==> src/rtl/fp_mul_if.sv <==
// Operand/result handshake bundle for the sequential floating-point multiplier.
interface fp_mul_if #(
    parameter int unsigned EXP_BITS  = 8,
    parameter int unsigned FRAC_BITS = 23
);
    localparam int unsigned W = 1 + EXP_BITS + FRAC_BITS;

    logic         in_valid;
    logic         in_ready;
    logic [W-1:0] a;
    logic [W-1:0] b;
    logic         out_valid;
    logic         out_ready;
    logic [W-1:0] result;
    logic [3:0]   flags;

    modport master (
        output in_valid, a, b, out_ready,
        input  in_ready, out_valid, result, flags
    );

    modport slave (
        input  in_valid, a, b, out_ready,
        output in_ready, out_valid, result, flags
    );
endinterface

==> src/rtl/fp_seq_multiplier.sv <==
// Sequential shift-add floating-point multiplier, round-to-nearest-even, no subnormals.
module fp_seq_multiplier #(
    parameter int unsigned EXP_BITS  = 8,
    parameter int unsigned FRAC_BITS = 23
) (
    input  logic    clk,
    input  logic    rst_n,
    fp_mul_if.slave bus
);
    localparam int unsigned W    = 1 + EXP_BITS + FRAC_BITS;
    localparam int unsigned M    = FRAC_BITS + 1;
    localparam int unsigned PW   = 2 * M;
    localparam int unsigned XW   = EXP_BITS + 2;
    localparam int unsigned CW   = (M > 1) ? $clog2(M) : 1;
    localparam int unsigned BIAS = (2 ** (EXP_BITS - 1)) - 1;
    localparam logic signed [XW-1:0]   EMAX     = XW'((2 ** EXP_BITS) - 1);
    localparam logic [EXP_BITS-1:0]    EXP_ONES = '1;
    localparam logic [FRAC_BITS-1:0]   FRAC_QNAN = FRAC_BITS'(1) << (FRAC_BITS - 1);

    typedef enum logic [1:0] {IDLE, MULT, NORM, DONE} state_t;

    state_t         state_q, state_d;
    logic [W-1:0]   a_q, b_q;
    logic [PW-1:0]  prod_q;
    logic [CW-1:0]  cnt_q;

    logic           accept_c;
    logic           special_c;
    logic [W-1:0]   spec_res_c;
    logic [3:0]     spec_flags_c;
    logic [W-1:0]   norm_res_c;
    logic [3:0]     norm_flags_c;
    logic [M-1:0]   ma_c, mb_c;

    assign accept_c = bus.in_valid && bus.in_ready;
    assign ma_c     = {1'b1, a_q[FRAC_BITS-1:0]};
    assign mb_c     = {1'b1, b_q[FRAC_BITS-1:0]};

    // Operand classification on the live inputs; only used on the accept edge.
    logic [EXP_BITS-1:0] ea_in, eb_in;
    logic a_zero, b_zero, a_inf, b_inf, a_nan, b_nan, s_in;
    always_comb begin
        ea_in  = bus.a[W-2 -: EXP_BITS];
        eb_in  = bus.b[W-2 -: EXP_BITS];
        s_in   = bus.a[W-1] ^ bus.b[W-1];
        a_zero = (ea_in == '0);
        b_zero = (eb_in == '0);
        a_inf  = (ea_in == EXP_ONES) && (bus.a[FRAC_BITS-1:0] == '0);
        b_inf  = (eb_in == EXP_ONES) && (bus.b[FRAC_BITS-1:0] == '0);
        a_nan  = (ea_in == EXP_ONES) && (bus.a[FRAC_BITS-1:0] != '0);
        b_nan  = (eb_in == EXP_ONES) && (bus.b[FRAC_BITS-1:0] != '0);
        special_c    = a_zero || b_zero || a_inf || b_inf || a_nan || b_nan;
        spec_res_c   = {s_in, {(W-1){1'b0}}};
        spec_flags_c = 4'b0000;
        if (a_nan || b_nan) begin
            spec_res_c = {1'b0, EXP_ONES, FRAC_QNAN};
        end else if ((a_inf && b_zero) || (b_inf && a_zero)) begin
            spec_res_c   = {1'b0, EXP_ONES, FRAC_QNAN};
            spec_flags_c = 4'b1000;
        end else if (a_inf || b_inf) begin
            spec_res_c = {s_in, EXP_ONES, {FRAC_BITS{1'b0}}};
        end
    end

    // Normalise, round to nearest even, and saturate to inf / flush to zero.
    logic [PW-1:0]          sh;
    logic [M-1:0]           mant;
    logic [M:0]             mant_r;
    logic                   guard, sticky, rnd_up, sign_c;
    logic signed [XW-1:0]   exp_c, exp_f;
    logic [FRAC_BITS-1:0]   frac_f;
    always_comb begin
        sign_c = a_q[W-1] ^ b_q[W-1];
        sh     = prod_q[PW-1] ? prod_q : (prod_q << 1);
        mant   = sh[PW-1 -: M];
        guard  = sh[M-1];
        sticky = |sh[M-2:0];
        rnd_up = guard && (sticky || mant[0]);
        mant_r = {1'b0, mant} + (M+1)'(rnd_up);
        exp_c  = XW'(a_q[W-2 -: EXP_BITS]) + XW'(b_q[W-2 -: EXP_BITS])
               - XW'(BIAS) + XW'(prod_q[PW-1]);
        exp_f  = exp_c + XW'(mant_r[M]);
        frac_f = mant_r[M] ? mant_r[M-1:1] : mant_r[FRAC_BITS-1:0];
        norm_res_c   = {sign_c, exp_f[EXP_BITS-1:0], frac_f};
        norm_flags_c = {3'b000, guard || sticky};
        if (exp_f >= EMAX) begin
            norm_res_c   = {sign_c, EXP_ONES, {FRAC_BITS{1'b0}}};
            norm_flags_c = 4'b0101;
        end else if (exp_f[XW-1] || (exp_f == '0)) begin
            norm_res_c   = {sign_c, {(W-1){1'b0}}};
            norm_flags_c = 4'b0011;
        end
    end

    always_comb begin
        state_d = state_q;
        case (state_q)
            IDLE: if (accept_c) state_d = special_c ? DONE : MULT;
            MULT: if (cnt_q == CW'(FRAC_BITS)) state_d = NORM;
            NORM: state_d = DONE;
            DONE: if (bus.out_ready) state_d = IDLE;
            default: state_d = IDLE;
        endcase
    end

    always_ff @(posedge clk or negedge rst_n) begin
        if (!rst_n) begin
            state_q       <= IDLE;
            bus.in_ready  <= 1'b1;
            bus.out_valid <= 1'b0;
            bus.result    <= '0;
            bus.flags     <= '0;
            a_q           <= '0;
            b_q           <= '0;
            prod_q        <= '0;
            cnt_q         <= '0;
        end else begin
            state_q       <= state_d;
            bus.in_ready  <= (state_d == IDLE);
            bus.out_valid <= (state_d == DONE);
            case (state_q)
                IDLE: if (accept_c) begin
                    a_q    <= bus.a;
                    b_q    <= bus.b;
                    prod_q <= '0;
                    cnt_q  <= '0;
                    if (special_c) begin
                        bus.result <= spec_res_c;
                        bus.flags  <= spec_flags_c;
                    end
                end
                // One multiplier bit per cycle, LSB first.
                MULT: begin
                    if (mb_c[cnt_q]) prod_q <= prod_q + (PW'(ma_c) << cnt_q);
                    cnt_q <= cnt_q + CW'(1);
                end
                NORM: begin
                    bus.result <= norm_res_c;
                    bus.flags  <= norm_flags_c;
                end
                default: ;
            endcase
        end
    end
endmodule
==> src/flat_wrapper.sv <==
// flat-port wrapper written by rule: the top's interface ports become plain ports
module fp_seq_multiplier_flat 
#(
    parameter int unsigned EXP_BITS  = 8,
    parameter int unsigned FRAC_BITS = 23
)
  (clk, rst_n, bus_in_valid, bus_a, bus_b, bus_out_ready, bus_in_ready, bus_out_valid, bus_result, bus_flags);
  fp_mul_if #(.EXP_BITS(EXP_BITS), .FRAC_BITS(FRAC_BITS)) bus_i ();
  input  logic clk;
  input  logic rst_n;
  input wire logic [$bits(bus_i.in_valid)-1:0] bus_in_valid;
  input wire logic [$bits(bus_i.a)-1:0] bus_a;
  input wire logic [$bits(bus_i.b)-1:0] bus_b;
  input wire logic [$bits(bus_i.out_ready)-1:0] bus_out_ready;
  output wire logic [$bits(bus_i.in_ready)-1:0] bus_in_ready;
  output wire logic [$bits(bus_i.out_valid)-1:0] bus_out_valid;
  output wire logic [$bits(bus_i.result)-1:0] bus_result;
  output wire logic [$bits(bus_i.flags)-1:0] bus_flags;
  assign bus_i.in_valid = bus_in_valid;
  assign bus_i.a = bus_a;
  assign bus_i.b = bus_b;
  assign bus_i.out_ready = bus_out_ready;
  assign bus_in_ready = bus_i.in_ready;
  assign bus_out_valid = bus_i.out_valid;
  assign bus_result = bus_i.result;
  assign bus_flags = bus_i.flags;
  fp_seq_multiplier #(.EXP_BITS(EXP_BITS), .FRAC_BITS(FRAC_BITS)) u_core (.clk(clk), .rst_n(rst_n), .bus(bus_i));
endmodule
==> config.mk <==
export PLATFORM = sky130hd
export DESIGN_NAME = fp_seq_multiplier_flat
export DESIGN_NICKNAME = d
export VERILOG_FILES = /design/src/rtl/fp_mul_if.sv /design/src/rtl/fp_seq_multiplier.sv /design/src/flat_wrapper.sv
export SDC_FILE = /design/constraint.sdc
export NUM_CORES = 1
export LEC_CHECK = 0
export CORE_UTILIZATION = 38
export DETAILED_ROUTE_END_ITERATION = 12
export PLACE_DENSITY = 0.61
export SLEW_MARGIN = 5
export SYNTH_ARGS = -nofsm -noshare
export SYNTH_HDL_FRONTEND = slang
export SYNTH_SLANG_ARGS = --single-unit
==> constraint.sdc <==
create_clock -name clk -period 9.8 [get_ports clk]
set_input_delay 1.47 -clock clk [delete_from_list [all_inputs] [get_ports clk]]
set_output_delay 1.47 -clock clk [all_outputs]
set_load 0.005 [all_outputs]
==> flow_summary.toml <==
[cts]
clock_sinks = 157
htreeDepth = 4
path_clk_slew_ns = 0.06
post_cts_resized = 0
cts_setup_buffers = 0
postCtsHoldBufs = 0
tritoncts = "built"
clock-root-buffer = "clkbuf_16"
clk_path_buf_depth = 2
cts_buffers = 17
clk_latency_ns = 0.45

[cells_and_area]
n_antenna_cell = 0
final_layout_size_suffix_gt1_share_pct = 11.6
fillerInstances = 3053
synthToLayoutAreaGrowth_pct = 15.3
layout.nets = 1582

[detailed_routing]
via_per_inst = 5.78
wl_per_cell_um = 17.8
ant_nets = 0
drt-pass1-iter-count = 7
drtIter0Drc = 782
drc = 0
vias = 10800
drt-total-wl_um = 33200

[sta]
fin_tns_setup_ns = 0
clock.fmax_mhz = 177
slew_violations = 0
tightestPinTransition_ns = 1.10
layout_min_cycle_time_ns = 5.66
setup_violations = 0
final_hold_viol_count = 0
fin_skew_ns = 0.0142
grt_setup_unrepaired = "false"
finalCritPeriodShare_pct = 57.7
maxSlewHeadroom_pct = 26.5

[floorplan]
ioPinCount = 106
dieArea_sq_um = 32900
die_y_um = 181
core_area_sq_um = 31600
num_rows = 65
dieWidth_um = 181
start_util_pct = 38.7

[synthesis]
syn_area_sq_um = 12200
synth_top_cell_area_share_pct = 31.9
ys_async_sr_fraction_pct = 100
synth.distinct_cells = 89
syn_nets = 1525
syn_inst = 1391
synth_seq_cells = 157
synth_edf_count = 0
syn_avg_cell_area_sq_um = 8.80
synth.largest_area_cell = "dfrtp_1"
ys_seq_area_share_pct = 32.1
synthTopCellsByArea = "dfrtp_1 (32%), mux2_2 (7.3%), ha_1 (6.4%), nand2_1 (5.1%), o21ai_0 (4.0%)"
ys_warn_count = 0
ys.flop_type = "dfrtp_1"

[worst_hold_path]
hold_path_class = "flop to flop"

[critical_path]
startpoint_type = "flop"
cp.arrival_ns = 5.93
endpoint_kind = "flop"
required_ns = 10.07
crit_path_max_fanout = 45
crit_type = "flop to flop"

[global_routing]
grt_pass1_wl_um = 55200
grt_busiest_layer = "met2"
antenna_found_initial = 0
grt_util_met3_pct = 2.93
grt_usage_pct = 20.7
groute.layer.met2.usage_pct = 33.0
grt_overflow = 0
globalRouteMet1Util_pct = 29.1
grt_max_degree = 89
grt_pass1_vias = 10300

[place]
dpl.hpwl_um = 25200
place_congestion = 0.945
portBuffers = 105

[job]
drv_cap = 0

[status]
status = "complete, no violations"
==> worst max-delay path, cell delays in order, from the launching register on <==
cell and delay (ns):
dfrtp_1 0.33, buf_4 0.42, nand2_1 0.09, a21boi_0 0.20
ha_1 0.21, nand2_1 0.07, a2111o_1 0.35, nor3_4 0.33
and4_1 0.31, o2111ai_1 0.13, buf_4 0.23, inv_2 0.10
ha_1 0.17, inv_1 0.05, fa_1 0.39, and2b_1 0.26
nand4_2 0.15, or2_4 0.28, o31ai_1 0.28, o31ai_2 0.18
nor3_4 0.73, a41oi_1 0.21
==> cell usage after synthesis (all sizes together) (13+ instances only) <==
cell / instances
mux2: 79
nand4: 21
o31ai: 14
o22ai: 14
a211oi: 14
a21o: 28
and3: 13
nor4: 25
xor2: 35
mux2i: 41
inv: 38
nor2b: 17
ha: 63
xnor2: 36
buf: 19
nor2: 91
nand2: 167
clkbuf: 60
and2: 21
o21ai: 107
a32o: 23
a21oi: 95
nor3: 28
nand3: 41
dfrtp: 156
==> worst paths after layout <==
check | startpoint | endpoint | slack [ns] | cells after the start
max | u_core.prod_q[47] | u_core.bus.flags[0] | 4.14 | 21
min | u_core.bus.flags[2] | u_core.bus.flags[2] | 0.49 | 2
max reg2reg | u_core.prod_q[47] | u_core.bus.flags[0] | 4.14 | 21
min reg2reg | u_core.bus.flags[2] | u_core.bus.flags[2] | 0.49 | 2
max in group asynchronous | rst_n | u_core.cnt_q[0] | 7.21 | 2
min in group asynchronous | rst_n | u_core.bus.result[4] | 1.11 | 1
==> cells by family after synthesis <==
group,count (synthesis),share of synthesized area (%)
compound gates,391,21.3
buf+inv,119,3.98
fa+ha+maj,66,6.93
xor+xnor,71,5.20
flops,157,32.1
simple gates,456,17.8
mux,131,12.6
==> cells in the final DEF (no fill, tap or decap), drive strengths merged, types with 13 or more instances in the layout <==
master	n
buf	13
nor2b	17
xnor2	36
and3	13
a21oi	95
clkbuf	17
o31ai	14
mux2i	41
nor2	91
dfrtp	156
nand3	41
a211oi	14
mux2	79
ha	63
and2	21
a32o	23
nor4	25
o21ai	107
o22ai	14
inv	47
nor3	28
nand4	21
clkdlybuf4s50	104
a21o	28
nand2	167
xor2	35
==> flip-flops by register name (all words and copies together), names as in the netlist <==
name,flops
u_core.prod_q,48
u_core.bus.in_ready,1
u_core.state_q,2
u_core.b_q,32
u_core.a_q,32
u_core.bus.result,32
u_core.bus.flags,4
u_core.bus.out_valid,1
u_core.cnt_q,5
==> cell type report <==
| type | instances | area (sq um) | area share (%) |
|---|---|---|---|
| Inverter | 40 | 150 | 1.06 |
| Clock buffer | 17 | 425 | 3.01 |
| Multi-Input combinational cell | 1115 | 7830 | 55.5 |
| Sequential cell | 157 | 3930 | 27.9 |
| Clock inverter | 15 | 128 | 0.904 |
| Tap cell | 402 | 503 | 3.56 |
| Timing Repair Buffer | 117 | 1140 | 8.09 |
==> layer usage <==
layer  up-vias  share of wire [%]
met5         -                  0
met4         0                1.7
met3        36                3.4
met2       249                 45
met1      5210                 50
li1       5268                  -
==> metrics by stage <==
| step | area, sq um | hold slack, ns | worst slack, ns | cells | utilization, % |
|---|---|---|---|---|---|
| 3_3_place_gp | 13600 | 0.469 | 4.22 | 1831 | 42.9 |
| 6_report | 14100 | 0.486 | 4.14 | 1863 | 44.6 |
| 4_1_cts | 14100 | 0.490 | 4.10 | 1863 | 44.6 |
| 3_5_place_dp | 13600 | 0.476 | 4.12 | 1831 | 42.9 |
| 5_1_grt | 14100 | 0.518 | 3.65 | 1863 | 44.6 |
| 2_1_floorplan | 12200 | 0.467 | 4.32 | 1391 | - |
Power is left out: the tool's default activity adds up to more than one toggle a clock period on the data nets, which glitch-free logic cannot reach.
